[config.mk]
export PLATFORM = sky130hd
export DESIGN_NAME = tl_left_fsm
export DESIGN_NICKNAME = d
export VERILOG_FILES = /design/src/rtl/tl_pkg.sv /design/src/rtl/tl_dwell_cnt.sv /design/src/rtl/tl_left_fsm.sv
export SDC_FILE = /design/constraint.sdc
export NUM_CORES = 1
export LEC_CHECK = 0
export CAP_MARGIN = 15
export CORE_AREA = 2 2 39 41
export DETAILED_ROUTE_END_ITERATION = 8
export DIE_AREA = 0 0 41 43
export SYNTH_ARGS = -nofsm -noshare
export SYNTH_HDL_FRONTEND = slang
export SYNTH_SLANG_ARGS = --single-unit
export TNS_END_PERCENT = 50
[constraint.sdc]
create_clock -name clk -period 1.7 [get_ports clk]
set_input_delay 0.255 -clock clk [delete_from_list [all_inputs] [get_ports clk]]
set_output_delay 0.255 -clock clk [all_outputs]
set_load 0.01 [all_outputs]
[src/rtl/tl_pkg.sv]
// Shared types and constants for the left-turn traffic-light controller.
// States, light encodings, dwell-counter width and small decode helpers.
package tl_pkg;

  typedef enum logic [2:0] {
    S0 = 3'd0,  // A green
    S1 = 3'd1,  // A yellow
    S2 = 3'd2,  // A left
    S3 = 3'd3,  // A yellow2
    S4 = 3'd4,  // B green
    S5 = 3'd5,  // B yellow
    S6 = 3'd6,  // B left
    S7 = 3'd7   // B yellow2
  } tl_state_e;

  localparam logic [1:0] L_GREEN  = 2'b00;
  localparam logic [1:0] L_YELLOW = 2'b01;
  localparam logic [1:0] L_LEFT   = 2'b10;
  localparam logic [1:0] L_RED    = 2'b11;

  localparam int CNT_W = 4;
  localparam logic [CNT_W-1:0] CNT_MAX = '1;

  typedef struct packed {
    logic [1:0] la;
    logic [1:0] lb;
  } tl_lights_t;

  // Odd states are the yellow phases; they are timed, never sensor-held.
  function automatic logic is_yellow(tl_state_e s);
    return s[0];
  endfunction

  function automatic tl_state_e next_in_cycle(tl_state_e s);
    return tl_state_e'(s + 3'd1);
  endfunction

  // Light shown by the street that currently owns the intersection.
  function automatic logic [1:0] phase_light(logic [1:0] phase);
    logic [1:0] l;
    l = L_YELLOW;
    if (phase == 2'd0) l = L_GREEN;
    else if (phase == 2'd2) l = L_LEFT;
    return l;
  endfunction

  // State bit 2 selects which street owns the phase; the other street is red.
  function automatic tl_lights_t decode_lights(tl_state_e s);
    tl_lights_t d;
    if (s[2] == 1'b0) begin
      d.la = phase_light(s[1:0]);
      d.lb = L_RED;
    end else begin
      d.la = L_RED;
      d.lb = phase_light(s[1:0]);
    end
    return d;
  endfunction

endpackage

[src/rtl/tl_dwell_cnt.sv]
// Dwell counter: counts cycles spent in the current FSM state.
// Synchronous clear and synchronous active-low reset; saturates at all-ones.
module tl_dwell_cnt
  import tl_pkg::*;
(
  input  logic             clk,
  input  logic             reset_n,
  input  logic             i_clr,
  output logic [CNT_W-1:0] o_cnt
);

  logic [CNT_W-1:0] r_cnt;

  // NOTE: state registers use non-blocking assignment so every flop updates from pre-edge values.
  always_ff @(posedge clk) begin
    if (!reset_n) begin
      r_cnt <= '0;
    end else if (i_clr) begin
      r_cnt <= '0;
    end else if (r_cnt != CNT_MAX) begin
      r_cnt <= r_cnt + 1'b1;
    end
  end

  assign o_cnt = r_cnt;

endmodule

[src/rtl/tl_left_fsm.sv]
// Moore FSM for a two-street intersection with protected left-turn phases.
// Define TL_MIN_GREEN_EN to enforce a MIN_GREEN-cycle minimum in green/left states.
module tl_left_fsm
  import tl_pkg::*;
#(
  parameter int YELLOW_CYC = 2,
  parameter int MIN_GREEN  = 4
) (
  input  logic       clk,
  input  logic       reset_n,
  input  logic       Ta,
  input  logic       Tal,
  input  logic       Tb,
  input  logic       Tbl,
  output logic [1:0] La,
  output logic [1:0] Lb,
  output logic [2:0] state
);

  if (YELLOW_CYC < 1 || YELLOW_CYC > 15) begin : g_bad_yellow_cyc
    $error("tl_left_fsm: YELLOW_CYC must be in 1..15");
  end
  if (MIN_GREEN < 1 || MIN_GREEN > 15) begin : g_bad_min_green
    $error("tl_left_fsm: MIN_GREEN must be in 1..15");
  end

  localparam logic [CNT_W-1:0] YEL_LAST = CNT_W'(YELLOW_CYC - 1);
`ifdef TL_MIN_GREEN_EN
  localparam logic [CNT_W-1:0] MIN_LAST = CNT_W'(MIN_GREEN - 1);
`endif

  tl_state_e        r_state;
  tl_state_e        w_next_state;
  logic [CNT_W-1:0] w_dwell;
  logic             w_hold;
  logic             w_min_met;
  logic             w_state_change;
  tl_lights_t       w_lights;

  always_ff @(posedge clk) begin
    if (!reset_n) r_state <= S0;
    else          r_state <= w_next_state;
  end

  // NOTE: every always_comb output gets a default first so no path can infer a latch.
  always_comb begin
    w_hold = 1'b0;
    unique case (r_state)
      S0:      w_hold = Ta;
      S2:      w_hold = Tal;
      S4:      w_hold = Tb;
      S6:      w_hold = Tbl;
      default: w_hold = 1'b0;
    endcase
  end

`ifdef TL_MIN_GREEN_EN
  assign w_min_met = (w_dwell >= MIN_LAST);
`else
  assign w_min_met = 1'b1;
`endif

  always_comb begin
    w_next_state = r_state;
    if (is_yellow(r_state)) begin
      if (w_dwell == YEL_LAST) w_next_state = next_in_cycle(r_state);
    end else if (!w_hold && w_min_met) begin
      w_next_state = next_in_cycle(r_state);
    end
  end

  // The counter restarts on the edge that enters a new state, so it reads 0 there.
  assign w_state_change = (w_next_state != r_state);

  tl_dwell_cnt u_dwell_cnt (
    .clk     (clk),
    .reset_n (reset_n),
    .i_clr   (w_state_change),
    .o_cnt   (w_dwell)
  );

  assign w_lights = decode_lights(r_state);
  assign La       = w_lights.la;
  assign Lb       = w_lights.lb;
  assign state    = r_state;

endmodule
; Word-level counts from Yosys, hierarchy flattened
; Cells that the tools add are included.
[op_classes]
eq_ne = 7
bitwise_logic = 1
n_reduce_logical = 3
muxes = 7
addsub = 2
[ops]
columns = operator, count
row1 = 2-to-1 mux 3 bit, 3
row2 = "== test 3 bit, second input constant", 2
row3 = "adder 4 x 1 -> 4 bit, second input constant", 1
row4 = "== test 4 x 1 -> 1 bit, second input constant", 1
row5 = 2-to-1 mux 2 bit, 2
row6 = 2-to-1 mux 4 bit, 1
row7 = "inequality test 4 bit, second input constant", 1
row8 = case mux 1 bit (4 select lines), 1
row9 = "adder 3 x 1 -> 3 bit, second input constant", 1
row10 = "== test 3 x 2 -> 1 bit, second input constant", 1
row11 = logical NOT 3 bit, 1
row12 = inequality test 3 bit, 1
row13 = "== test 2 bit, second input constant", 1
row14 = logical NOT 2 bit, 1
row15 = OR reduction 2 bit, 1
row16 = inverter 1 bit, 1
[word_totals]
register_bits = 7
wordCells = 22

; Depth between registers and ports, before layout
; Gate-level depths: netlist of run 1.
[depth]
word_depth = 6
depth_mapped = 5
depth_no_buf = 5

; Cells and area by module
; A second synthesis of run 1 with hierarchy kept.
[unflattened]
hier_cells = 55
hier_area_um2 = 493.0
[modules_own_cells]
columns = module, instances, cells_each, area_per_inst_um2
row1 = tl_left_fsm, 1, 35, 290.3
row2 = tl_dwell_cnt, 1, 20, 202.7

; Least setup slack after synthesis of run 1
; No wires, ideal clock.
[synth_path]
kind = register to register
start = register r_state[0], in the netlist state[0]
end = register u_dwell_cnt.r_cnt[0], in the netlist u_dwell_cnt.o_cnt[0]
setup_slack_ns = 0.081
t_arrival_ns = 1.491
stages_incl_launch_ff = 6
path_buffers = 0
path_cell_list = dfxtp_1 -> inv_1 -> ha_1 -> a221o_1 -> mux2i_4 -> nor3_1
[synth_between]
elab_chain_cells = 6
elab_cells_between_ends = 11
[synth_lines]
columns = element, line
row1 = start: declaration, tl_left_fsm.sv:32  ; tl_state_e r_state;
row2 = start signal: assignment, tl_left_fsm.sv:42  ; else r_state <= w_next_state;
row3 = "== test 3 bit, or another cell as far along", tl_left_fsm.sv:48  ; unique case (r_state)
row4 = case mux 1 bit (4 select lines), tl_left_fsm.sv:48
row5 = 2-to-1 mux 3 bit, tl_left_fsm.sv:67  ; end else if (!w_hold && w_min_met) begin
row6 = 2-to-1 mux 3 bit, tl_left_fsm.sv:65  ; if (is_yellow(r_state)) begin
row7 = inequality test 3 bit *, tl_left_fsm.sv:73  ; assign w_state_change = (w_next_state != r_state);
row8 = OR reduction 2 bit (no source line) *, --
row9 = end signal: assignment, tl_dwell_cnt.sv:21  ; r_cnt <= r_cnt + 1'b1;
row10 = end: declaration, tl_dwell_cnt.sv:12  ; logic [CNT_W-1:0] r_cnt;
; Mark *: on every way between the ends. The rest lies on a longest branch, timed or not.
; A chain may end at the register's enable or synchronous reset.

; Worst setup path after layout of run 1
[layout_path]
start = register r_state[0], in the netlist state[0]
end = output port La[1]
[layout_between]
elab_chain_cells = 4
elab_cells_between_ends = 5
[layout_lines]
columns = element, line
row1 = == test 2 bit, tl_pkg.sv:43  ; else if (phase == 2'd2) l = L_LEFT;
row2 = 2-to-1 mux 2 bit, tl_pkg.sv:43
row3 = 2-to-1 mux 2 bit *, tl_pkg.sv:42  ; if (phase == 2'd0) l = L_GREEN;
row4 = 2-to-1 mux 4 bit *, tl_pkg.sv:50  ; if (s[2] == 1'b0) begin
row5 = end: declaration, tl_left_fsm.sv:15  ; output logic [1:0] La,
; Marked as above.

==> results.toml, run 1 <==
[global_routing]
grt_pass1_wl_um = 1680
antenna_found_initial = 0
grt-ovfl-total = 0
grt_usage_pct = 14.7
grt_pass1_vias = 388
grt_max_degree = 10

[floorplan]
initial_utilization_pct = 35.6
ioPinCount = 13
die_w_um = 41
dieArea_mm2 = 0.00176
die_h_um = 43
row_count = 14
core-area_mm2 = 0.00138

[timing]
rsz0062_at_grt = "no"
hold_violations = 0
period_share_pct = 95.9
max_slew_margin_pct = 79.2
whs_ns = 0.583
max_freq_mhz = 613
slew_violations = 0
worstMarginPinSlew_ns = 0.312
clock_skew_ns = 0.00415
finalSetupTns_ns = 0
min_period_ns = 1.63
setup_violations = 0

[cts]
clock_sinks = 7
postCtsHoldBufs = 0
htree_levels = 1
cts_inserted_buffers = 3
clk_pin_slew_ns = 0.05
root_buffer = "clkbuf_4"
cts_buffer_depth = 2
cts_tree = "yes"
clkLatencyLatePin_ns = 0.26

[synthesis]
syn_area_um2 = 493
synth_top_area_share_pct = 28.4
syn_avg_cell_area_um2 = 9.48
synth-seq-area-share_pct = 28.4
synth_warnings = 0
post_synth_and_or_nand_nor_area_fraction_pct = 18.8
synthFlopType = "dfxtp_1"
synth.area.top_cells = "dfxtp_1 (28%), ha_1 (15%), a2111oi_2 (6.1%)"
synthXorXnorAreaFrac_pct = 1.78
ys_types = 25
async_reset_ff_share_pct = 0
synth_seq_cells = 7
yosysMostFrequentCell = "dfxtp_1"
yosys-top-cells-count = "dfxtp_1 (7), ha_1 (6), inv_1 (4), nand2_1 (4), o21ai_0 (4)"
synth_fp_nets = 64
synth-compound-area-share_pct = 25.1
synth_edf_count = 0
synthAdderAreaFrac_pct = 15.2
synth_top_family_by_area = "compound AO/OA/AOI/OAI gates"
postSynthCellCount = 52
synth_top_area_cell = "dfxtp_1"
synthMuxAreaShare_pct = 6.60

[drt]
vias = 443
via_per_inst = 5.21
drt-wirelength-per-cell_um = 11.9
ant_nets = 0
wirelength_um = 1010
drtIter0Drc = 6
first_pass_iters = 4
drc = 0

[placement]
place_area_um2 = 643
gp_congestion = 0.705
dp_hpwl_um = 794
io_buffers = 12

[finish]
area_growth_syn_to_layout_pct = 36.0
drive_gt1_share_pct = 23.2
antenna_cells = 0
finalNetCount = 82
final_cell_area_um2 = 671

[critical_path]
ff2ff_path_depth = 5
worst-setup-path-type = "reg -> out"
critPathMaxStageDelay_ns = 0.33
critPathMaxFanout = 4
critical_path_depth = 4
critPathTopFamily = "flip-flops"
cp-end-kind = "primary output"
rrSetupSlack_ns = 0.23
cp_data_arrival_time_ns = 1.38
critical_path.slowest_cell = "dfxtp_2"
start_kind = "register"
path_buf_inv = 2
cp_data_required_time_ns = 1.44
path_cells = "inv_2, ha_2, or2_2, dlygate4sd2_1"

[hold_path]
holdCritPathClass = "reg -> reg"
hold_path_depth = 1

[power_and_ir_drop]
vdd_drop_max_v = 0.000429
powerDensity_mw_per_mm2 = 733
p_leak_nw = 0.248

[flow_run]
cap_viol_max_count = 0

[run_status]
outcome = "finished, final reports clean"
## layout make-up
| class | count | area (um2) |
|---|---|---|
| clock buffer | 4 | 26.3 |
| timing repair buffer | 14 | 130 |
| sequential | 7 | 144 |
| tap | 16 | 20.0 |
| multi-input combinational | 40 | 335 |
| fill | 137 | 713 |
| inverter | 4 | 15.0 |
## layout by cell type (no fill, tap or decap), types with 3 or more instances in the layout
cell | Yosys | layout
clkdlybuf4s50_1 | 0 | 8
ha_1 | 6 | 5
nand2_1 | 4 | 4
o21ai_0 | 4 | 4
dlygate4sd2_1 | 0 | 4
dfxtp_1 | 7 | 4
inv_1 | 4 | 3
nor2_1 | 3 | 3
clkbuf_4 | 0 | 3
dfxtp_2 | 0 | 3
## flip-flops by register name, indices dropped and copies added (netlist names)
name               count
u_dwell_cnt.o_cnt      4
state                  3
## cells by family (layout without fill, tap and decap cells)
logic type / Yosys count / count (layout)
multiplexers: 2 / 2
XOR/XNOR: 1 / 1
adder cells (fa/ha/maj): 6 / 6
flip-flops: 7 / 7
AO/OA/AOI/OAI: 15 / 15
AND/OR/NAND/NOR: 16 / 16
buffers and inverters: 5 / 22
## routing by layer
| metal | GRT usage [%] | wire, um | vias to the layer above |
|---|---|---|---|
| met5 | 0 | 0 | - |
| met4 | 6.00 | 17 | 0 |
| met3 | 7.85 | 45 | 4 |
| met2 | 21.3 | 502 | 6 |
| met1 | 17.5 | 445 | 206 |
| li1 | - | - | 227 |
## worst reg2reg max path: cells and delay by family (launching register included)
kind,cells,cell delay [ns]
AO/OA/AOI/OAI,2,0.53
adder cells (fa/ha/maj),1,0.21
buffers and inverters,1,0.05
flip-flops,1,0.35
multiplexers,1,0.26
## stage by stage
stage	utilization (%)	total power [mW]	setup WS, ns	instances
finish	48.5	0.491	0.0698	85
global route	48.5	0.524	0.0261	85
CTS	48.3	0.498	0.00114	85
detailed placement	46.5	0.343	0.0455	81
global placement	46.5	0.342	0.0333	81
floorplan	-	0.284	0.0811	52
## timing repair
item,4_1_cts,5_1_grt
endpoints found under the setup margin,4,2
buffers inserted,0,0
gates resized for setup,6,3
## worst paths after layout
path | start | end
worst max-delay path | state[0] | La[1]
worst min-delay path | u_dwell_cnt.o_cnt[3] | u_dwell_cnt.o_cnt[3]
worst max register to register | state[1] | state[0]
worst min register to register | u_dwell_cnt.o_cnt[3] | u_dwell_cnt.o_cnt[3]
## where the power goes
group          leakage, nW  internal, mW  total [mW]  switching, mW
logic                0.175        0.0740       0.147         0.0732
registers           0.0583         0.177       0.190         0.0132
clock network       0.0150        0.0898       0.154         0.0647
total                0.248         0.340       0.491          0.151
(Power assumes the default switching activity.)
==> run 2: changes to the inputs <==
CELL_PAD_IN_SITES_DETAIL_PLACEMENT = 0   (was default)
CELL_PAD_IN_SITES_GLOBAL_PLACEMENT = 1   (was default)
CORE_AREA = default   (was 2 2 39 41)
CORE_ASPECT_RATIO = 1.1   (was default)
CORE_MARGIN = 1.5   (was default)
CORE_UTILIZATION = 34   (was default)
DIE_AREA = default   (was 0 0 41 43)
PLACE_DENSITY_LB_ADDON = 0.1   (was default)
==> run 2 against run 1 <==
Worst hold slack lost 0.0024 ns. Final cell count grew 2.4%. Clock skew decreased by 0.0017 ns. First-iteration DRC count fell by 17%. Maximum frequency down 0.20%.
==> results.toml, run 2 (synthesis gave the netlist of run 1 again) <==
[run_status]
outcome = "finished, final reports clean"

[cts]
root_buffer = "clkbuf_4"
cts_resized = 5
cts_inserted_buffers = 3
clock_sinks = 7
cts_buffer_depth = 2
clkLatencyLatePin_ns = 0.25
postCtsHoldBufs = 0
cts_setup_buffers = 0
htree_levels = 1
clk_pin_slew_ns = 0.05
cts_tree = "yes"

[critical_path]
reg2reg_to = "u_dwell_cnt.o_cnt[2]"
cp_data_arrival_time_ns = 1.38
worst-setup-path-type = "reg -> out"
startpoint = "state[0]"
rrSetupSlack_ns = 0.19
start_kind = "register"
cp-end-kind = "primary output"
critPathMaxFanout = 4
r2r-start = "state[0]"
cp_data_required_time_ns = 1.44
ff2ff_path_depth = 5
endpoint = "La[1]"

[drt]
met1_length_um = 472
met3_wirelength_um = 54
top_layer = "met4"
dr_wl_met2_um = 539
vias = 456
wirelength_um = 1080
ant_nets = 0
first_pass_iters = 2
drt-wirelength-per-cell_um = 12.4
drc = 0
via_per_inst = 5.24
drtIter0Drc = 5

[floorplan]
initial_utilization_pct = 36.1
die_h_um = 42.9
die_w_um = 39.3
dieArea_mm2 = 0.00169
core-area_mm2 = 0.00137
ioPinCount = 13
row_count = 14

[global_routing]
antenna_found_initial = 0
grt_max_degree = 10
grt-ovfl-total = 0
grt_pass1_wl_um = 1720
grt_usage_pct = 15.5
grt_pass1_vias = 419

[finish]
area_growth_syn_to_layout_pct = 38.6
final_cell_area_um2 = 683
finalNetCount = 84
layout.cells.most_common_list = "clkdlybuf4s50_1 (8), dfxtp_1 (6), ha_1 (5)"
drive_gt1_share_pct = 22.5
final_common_cell = "clkdlybuf4s50_1"
largest_reg_flops = 4
antenna_cells = 0

[timing]
period_share_pct = 96.1
rsz0062_at_grt = "no"
hold_violations = 0
setup_violations = 0
max_freq_mhz = 612
max_slew_margin_pct = 77.8
worstMarginPinSlew_ns = 0.332
slew_violations = 0
min_period_ns = 1.63
finalSetupTns_ns = 0
clock_skew_ns = 0.00243

[flow_run]
cap_viol_max_count = 0

[hold_path]
holdCritPathClass = "reg -> reg"

[power_and_ir_drop]
vdd_drop_max_v = 0.000371
powerDensity_mw_per_mm2 = 713
p_leak_nw = 0.257

[placement]
gp_congestion = 0.711
dp_hpwl_um = 876
place_area_um2 = 658
io_buffers = 12
[run 2: worst min-delay path by stage]
stage               cells past startpoint            startpoint                   end
floorplan                               2               reset_n              state[1]
global placement                        1  u_dwell_cnt.o_cnt[3]  u_dwell_cnt.o_cnt[3]
detailed placement                      1  u_dwell_cnt.o_cnt[3]  u_dwell_cnt.o_cnt[3]
CTS                                     1  u_dwell_cnt.o_cnt[3]  u_dwell_cnt.o_cnt[3]
global route                            2  u_dwell_cnt.o_cnt[1]  u_dwell_cnt.o_cnt[1]
finish                                  1  u_dwell_cnt.o_cnt[3]  u_dwell_cnt.o_cnt[3]
[run 2: critical path: stages (launching register included)]
cell,delay [ns]
dfxtp_1,0.34
inv_2,0.06
ha_2,0.19
or2_2,0.26
dlygate4sd2_1,0.28
[run 2: per-stage QoR]
| step | hold WS [ns] | utilization [%] | total power [mW] | setup slack (ns) | cells |
|---|---|---|---|---|---|
| 2_1_floorplan | 0.368 | - | 0.284 | 0.0811 | 52 |
| 3_3_place_gp | 0.572 | 48.2 | 0.347 | 0.0631 | 83 |
| 3_5_place_dp | 0.573 | 48.2 | 0.349 | 0.0678 | 83 |
| 4_1_cts | 0.580 | 49.9 | 0.498 | 0.0314 | 87 |
| 5_1_grt | 0.623 | 50.0 | 0.522 | 0.00895 | 87 |
| 6_report | 0.581 | 50.0 | 0.487 | 0.0665 | 87 |
[run 2: cell type report]
type | instances | area (um2)
Fill cell | 145 | 683
Clock buffer | 4 | 26.3
Timing Repair Buffer | 16 | 145
Sequential cell | 7 | 141
Tap cell | 16 | 20.0
Inverter | 4 | 15.0
Multi-Input combinational cell | 40 | 335
[run 2: power by group]
part / switching (mW) / internal [mW]
Clock: 0.0570 / 0.0893
Combinational: 0.0761 / 0.0761
Sequential: 0.0126 / 0.176
[run 2: routing by layer]
| metal | vias up | track usage (%) |
|---|---|---|
| li1 | 234 | - |
| met1 | 213 | 17.8 |
| met2 | 7 | 24.7 |
| met3 | 2 | 7.85 |
| met4 | 0 | 4.14 |
| met5 | - | 0 |
